**config.mk**
```make
export PLATFORM = sky130hd
export DESIGN_NAME = par_ser_sched
export DESIGN_NICKNAME = d
export VERILOG_FILES = /design/src/rtl/par_ser_sched.sv
export SDC_FILE = /design/constraint.sdc
export NUM_CORES = 1
export LEC_CHECK = 0
export CAP_MARGIN = 5
export CORE_MARGIN = 2
export CORE_UTILIZATION = 38
export CTS_BUF_LIST = sky130_fd_sc_hd__clkbuf_8 sky130_fd_sc_hd__clkbuf_16
export DETAILED_ROUTE_END_ITERATION = 10
export PLACE_DENSITY_LB_ADDON = 0.08
export SLEW_MARGIN = 20
export SYNTH_ARGS = -nofsm -noshare
export SYNTH_HDL_FRONTEND = slang
export SYNTH_SLANG_ARGS = --single-unit
```
**constraint.sdc**
```tcl
create_clock -name clk -period 1.92 [get_ports clk]
set_input_delay 0.576 -clock clk [delete_from_list [all_inputs] [get_ports clk]]
set_output_delay 0.576 -clock clk [all_outputs]
set_load 0.005 [all_outputs]
```
**src/rtl/par_ser_sched.sv**
```systemverilog
// Purpose: two-requester byte scheduler feeding a parallel-to-serial converter, one byte slot per 8 enabled clocks.
// Latency: a byte transferred at a slot boundary appears on ser_data with ser_load one clock later.
// Backpressure: reqX_ready is raised only at a slot boundary for the selected requester; idle slots carry IDLE_SYM filler.
module par_ser_sched #(
    parameter logic [7:0] IDLE_SYM  = 8'h7C,
    parameter int         MAX_STALL = 4
) (
    input  logic       clk,
    input  logic       reset,
    input  logic       enb,
    input  logic       req0_valid,
    input  logic [7:0] req0_data,
    input  logic       req0_last,
    output logic       req0_ready,
    input  logic       req1_valid,
    input  logic [7:0] req1_data,
    input  logic       req1_last,
    output logic       req1_ready,
    output logic       ser_load,
    output logic [7:0] ser_data,
    output logic       ser_k,
    output logic [1:0] grant,
    output logic [2:0] bit_cnt,
    output logic       abort
);

    localparam int SW = $clog2(MAX_STALL + 1);

    typedef enum logic [1:0] {
        S_IDLE = 2'd0,
        S_OWN0 = 2'd1,
        S_OWN1 = 2'd2
    } state_t;

    state_t          state_q;
    logic [2:0]      bit_cnt_q;
    logic [SW-1:0]   stall_q;
    logic            last_q;       // requester that ended the most recent packet
    logic            load_pend_q;  // a fresh byte is waiting to be presented to the converter
    logic [7:0]      ser_data_q;
    logic            ser_k_q;
    logic [1:0]      grant_q;
    logic            abort_q;

    logic            boundary;
    logic            sel_vld;
    logic            sel_id;
    logic [7:0]      sel_data;
    logic            sel_last;
    logic            stall_hit;

    assign boundary = enb && (bit_cnt_q == 3'd7);

    // Pick the requester that would be served if this cycle were a slot boundary.
    always_comb begin
        sel_vld = 1'b0;
        sel_id  = 1'b0;
        case (state_q)
            S_IDLE: begin
                if (req0_valid && req1_valid) begin
                    sel_vld = 1'b1;
                    sel_id  = ~last_q;
                end else if (req0_valid) begin
                    sel_vld = 1'b1;
                    sel_id  = 1'b0;
                end else if (req1_valid) begin
                    sel_vld = 1'b1;
                    sel_id  = 1'b1;
                end
            end
            S_OWN0: begin
                sel_vld = req0_valid;
                sel_id  = 1'b0;
            end
            S_OWN1: begin
                sel_vld = req1_valid;
                sel_id  = 1'b1;
            end
            default: begin
                sel_vld = 1'b0;
                sel_id  = 1'b0;
            end
        endcase
    end

    assign sel_data   = sel_id ? req1_data : req0_data;
    assign sel_last   = sel_id ? req1_last : req0_last;
    assign req0_ready = boundary && sel_vld && !sel_id;
    assign req1_ready = boundary && sel_vld && sel_id;

    // Owner has already caused MAX_STALL-1 fillers and is about to cause another.
    assign stall_hit  = (state_q != S_IDLE) && !sel_vld && (stall_q == SW'(MAX_STALL - 1));

    // Slot counter, ownership FSM and registered converter outputs; everything freezes while enb is low.
    always_ff @(posedge clk or negedge reset) begin
        if (!reset) begin
            state_q     <= S_IDLE;
            bit_cnt_q   <= 3'd0;
            stall_q     <= '0;
            last_q      <= 1'b1;
            load_pend_q <= 1'b0;
            ser_data_q  <= IDLE_SYM;
            ser_k_q     <= 1'b1;
            grant_q     <= 2'b00;
            abort_q     <= 1'b0;
        end else begin
            abort_q <= 1'b0;
            if (enb) begin
                bit_cnt_q   <= bit_cnt_q + 3'd1;
                load_pend_q <= boundary;
                if (boundary) begin
                    if (sel_vld) begin
                        ser_data_q <= sel_data;
                        ser_k_q    <= 1'b0;
                        stall_q    <= '0;
                        if (sel_last) begin
                            state_q <= S_IDLE;
                            grant_q <= 2'b00;
                            last_q  <= sel_id;
                        end else begin
                            state_q <= sel_id ? S_OWN1 : S_OWN0;
                            grant_q <= sel_id ? 2'b10 : 2'b01;
                        end
                    end else begin
                        ser_data_q <= IDLE_SYM;
                        ser_k_q    <= 1'b1;
                        if (state_q != S_IDLE) begin
                            if (stall_hit) begin
                                state_q <= S_IDLE;
                                grant_q <= 2'b00;
                                abort_q <= 1'b1;
                                stall_q <= '0;
                                last_q  <= (state_q == S_OWN1);
                            end else begin
                                stall_q <= stall_q + SW'(1);
                            end
                        end
                    end
                end
            end
        end
    end

    // The pending load is only shown on an enabled cycle so the converter never sees it while frozen.
    assign ser_load = load_pend_q && enb;
    assign ser_data = ser_data_q;
    assign ser_k    = ser_k_q;
    assign grant    = grant_q;
    assign bit_cnt  = bit_cnt_q;
    assign abort    = abort_q;

endmodule

```
# --- Word-level counts from Yosys, hierarchy flattened ---
# Index checks and enable logic that the tools add are counted.
totals:
  wordCells: 62
  reg_bits: 20
op_classes:
  mux: 28
  bitwise: 1
  eq_ne: 5
  reduce_logical: 18
  addsub: 2
op_table:
  columns: ["operator", "count"]
  rows:
  - ["1-bit two-way mux", 16]
  - ["8-bit two-way mux", 2]
  - ["2-bit two-way mux", 5]
  - ["3-bit two-way mux", 3]
  - ["1-bit logical AND", 8]
  - ["3-bit by 1-bit adder with 3-bit output, second input constant", 2]
  - ["2-bit nonzero test", 3]
  - ["5-bit AND reduction", 1]
  - ["4-bit AND reduction", 1]
  - ["3-bit by 2-bit equality test with 1-bit output, second input constant", 1]
  - ["3-bit equality test, second input constant", 1]
  - ["1-bit one-hot mux with 3 select lines", 1]
  - ["3-bit AND reduction", 1]
  - ["2-bit by 1-bit equality test with 1-bit output, second input constant", 1]
  - ["2-bit equality test, second input constant", 1]
  - ["1-bit zero test", 2]
  - ["2-bit zero test", 1]
  - ["2-bit by 1-bit != test with 1-bit output, second input constant", 1]
  - ["1-bit one-hot mux with 2 select lines", 1]
  - ["2-bit AND reduction", 1]
  - ["1-bit NOT", 1]

# --- Depth between registers and ports, before layout ---
logic_depth:
  word_depth: 12
  depth_mapped: 7
  mapped_depth_nobuf: 6

# --- Least setup slack after synthesis ---
# No wires, ideal clock.
synth_path:
  path_type: "input port to output port"
  start: "in enb"
  end: "out req0_ready"
  stages: 4
  path_slack_ns: -0.001
  required_time_ns: 1.344
  arrival_time_ns: 1.345
  path_cell_list: "buf_2 > nand2_1 > a21oi_1 > and2_1"
synth_between:
  elab_chain_len: 3
synth_lines:
  columns: ["element", "line_no", "text"]
  rows:
  - ["start, declared", "10", "input logic enb,"]
  - ["1-bit logical AND", "52", "assign boundary = enb && (bit_cnt_q == 3'd7);"]
  - ["1-bit logical AND (2 in a row)", "88", "assign req0_ready = boundary && sel_vld && !sel_id;"]
  - ["end, declared", "14", "output logic req0_ready,"]
# Every way passes these cells.

# --- Worst setup path in the final report ---
layout_path:
  start: "in req0_valid"
  end: "out req0_ready"
layout_between:
  elab_chain_len: 5
layout_lines:
  columns: ["element", "line_no", "text"]
  rows:
  - ["start, declared", "11", "input logic req0_valid,"]
  - ["1-bit two-way mux / 1-bit logical AND (equally long branches)", "63, 60", null]
  - ["1-bit two-way mux", "60", "if (req0_valid && req1_valid) begin"]
  - ["1-bit one-hot mux with 3 select lines / 1-bit one-hot mux with 2 select lines (equally long branches)", "58", "case (state_q)"]
  - ["1-bit logical AND / 1-bit zero test (equally long branches)", "88", null]
  - ["1-bit logical AND *", "88", null]
# Every way passes the cells marked *; elsewhere a longest branch is shown, timed or not.

==> metrics.yaml <==
grt_max_degree: 21
worst_pin_slew_ns: 0.264
placed_cells: 179
syn_area_sq_um: 996
rsz0062_at_grt: "true"
synth_edf_count: 0
clock_path_buffers: 2
fin_skew_ns: 0.00192
synthDistinctLibCells: 27
synth-main-ff-cell: "dfrtp_1"
maxCapViolCount: 0
n_antenna_cell: 0
ios: 41
antenna_left: 0
grt_pass1_vias: 964
dp_hpwl_microns: 1840
clk_pin_slew_worst_paths_ns: 0.08
crit_required_ns: 1.34
yosysMostFrequentCell: "dfrtp_1"
cp.buffers_inverters: 3
topRoutingLayerUsed: "met4"
grt_pass1_wl_microns: 4200
drtPass1Iterations: 4
p_leak_uw: 0.000818
yosys_warnings: 0
clock_sinks: 20
synth_top_area_cell: "dfrtp_1"
vias_per_cell: 4.95
totalWireLength_microns: 2600
drc_errors: 0
clk_latency_ns: 0.26
rows: 18
power.density_nw_per_um2: 1300
tns_ns: -0.100
synthTopCellsByCount: "dfrtp_1 (13), mux2i_1 (11), nand2_1 (8), a21oi_1 (7), dfstp_2 (7)"
slew_violations: 0
cts_root_buf: "clkbuf_8"
gp_congestion: 0.842
fin_ws_ns: -0.0554
initial_core_util_pct: 40.2
setup_viol: 2
htreeDepth: 1
avgSynthCellArea_sq_um: 10.9
fin_crit_ns: 1.98
critPathKind: "primary input to primary output"
hold_viol_final: 0
grt_usage_pct: 20.0
port_buffers: 40
arrival_ns: 1.40
violations: "negative setup slack"
cts_tree: "built"
period_share_pct: 103
async_reset_ff_share_pct: 100
core_area_sq_um: 2480
critical_path.startpoint_type: "primary input"
ys_seq_area_share_pct: 51.1
cts_buffers: 3
wl_per_cell_microns: 13.8
critPathTopFamily: "simple AND/OR/NAND/NOR gates"
status: "finished with violations"
wl_met2_microns: 1370
fin_cells: 188
grt_overflow_total: 0
hp-class: "flip-flop to flip-flop"
fmax_ghz: 0.506
synth.top_cell.area_share_pct: 32.7
yosys_register_bits: 20
wl_met1_microns: 1080
worstPathCellList: "buf_8, or2b_1, buf_6, a21oi_2, and2_1, buf_2"
dr_wl_met3_microns: 141
antenna_found_initial: 0
num_vias: 931
critPathMaxStageDelay_ns: 0.25
synth_cells: 91
fin_util_pct: 69.3
synthTopCellsByArea: "dfrtp_1 (33%), dfstp_2 (18%), mux2i_1 (11%)"
dieArea_sq_um: 3050
die_h_microns: 55.2
drive_gt1_share_pct: 34.2
die_w_microns: 55.2
num-nets-final: 185
ir_worst_vdd_mv: 0.844
drt_iter0_drc: 4
slew_headroom_pct: 82.4
cp_slowest_cell: "or2b_1"
pre_cts_ws_ns: -0.890
synth_fp_nets: 117
worst-path-max-fanout: 2
area_growth_syn_to_layout_pct: 72.4
cts-hold-fix-buffers: 0
critPathCaptureType: "primary output"
area by class of cell:
cell class / instances / area [sq um]
Fill cell: 212 / 761
Timing Repair Buffer: 66 / 602
Sequential cell: 20 / 509
Multi-Input combinational cell: 64 / 498
Clock buffer: 4 / 55.1
Tap cell: 30 / 37.5
Inverter: 4 / 15.0
layer usage:
layer | GRT usage (%) | vias up
met5 | 0 | -
met2 | 36.3 | 25
li1 | - | 454
met3 | 2.96 | 2
met1 | 23.3 | 450
met4 | 8.54 | 0
power by group:
group          internal (uW)  switching (uW)
combinational            716             452
clock                    182             139
sequential               647             101
total                   1550             693
cells in the final DEF, fill, tap and decap left out, drive strengths merged:
cell,n
or2b,1
nand3,1
nand2,8
dlymetal6s2s,2
ha,3
nor3b,1
and2,4
inv,4
buf,30
dfrtp,13
a21boi,1
a311o,2
xor2,1
dlygate4sd2,1
xnor2,1
dfstp,7
a21oi,7
clkdlybuf4s50,32
clkbuf,4
nor3,1
o2111ai,1
clkdlybuf4s15,1
mux2i,11
o21ai,7
a22o,1
nand2b,2
mux2,3
or4,1
nor2,6
a2bb2oi,1
sequential cells by signal (all words and copies together) (netlist names):
signal,flops
load_pend_q,1
grant,2
stall_q,3
last_q,1
abort,1
ser_k,1
ser_data,8
bit_cnt,3
worst reg2reg max path: stages, from the launching register on:
cell and delay (ns):
dfrtp_1 0.39, ha_2 0.20, ha_4 0.16, and2_1 0.14, buf_4 0.18, o21ai_0 0.09, buf_4 0.16, mux2i_1 0.18
repair_timing:
item                                    CTS  global route
pin swaps                                 4             1
resized for setup                        35             3
endpoints found under the hold margin     0             0
endpoints found under the setup margin    3             4
buffers inserted                          5             0
final timing paths:
kind | cells after the start | slack, ns | end | start
max | 6 | -0.06 | req0_ready | req0_valid
min | 2 | 0.49 | ser_k | ser_k
max reg2reg | 7 | 0.36 | grant[1] | bit_cnt[0]
min reg2reg | 2 | 0.49 | ser_k | ser_k
max in group asynchronous | 2 | 1.00 | ser_data[3] | reset
min in group asynchronous | 2 | 0.65 | stall_q[0] | reset
kinds of logic (layout without fill, tap and decap cells):
group | count (synthesis) | after routing | share of synthesized area, %
and+or+nand+nor | 25 | 25 | 13.2
xor gates and xnor gates | 2 | 2 | 1.76
buffers and inverters | 7 | 74 | 3.27
muxes | 14 | 14 | 14.4
AOI/OAI and AO/OA | 20 | 20 | 12.4
adders and majority gates | 3 | 3 | 3.77
DFF | 20 | 20 | 51.1
per-stage QoR:
stage / hold WS (ns) / cell area, sq um / total power [uW]
after global placement: 0.465 / 1580 / 1780
after floorplan: 0.280 / 1000 / 1190
after global routing: 0.514 / 1720 / 2410
after detailed placement: 0.473 / 1580 / 1800
final: 0.491 / 1720 / 2240
after CTS: 0.500 / 1710 / 2250
(Power assumes the default switching activity.)
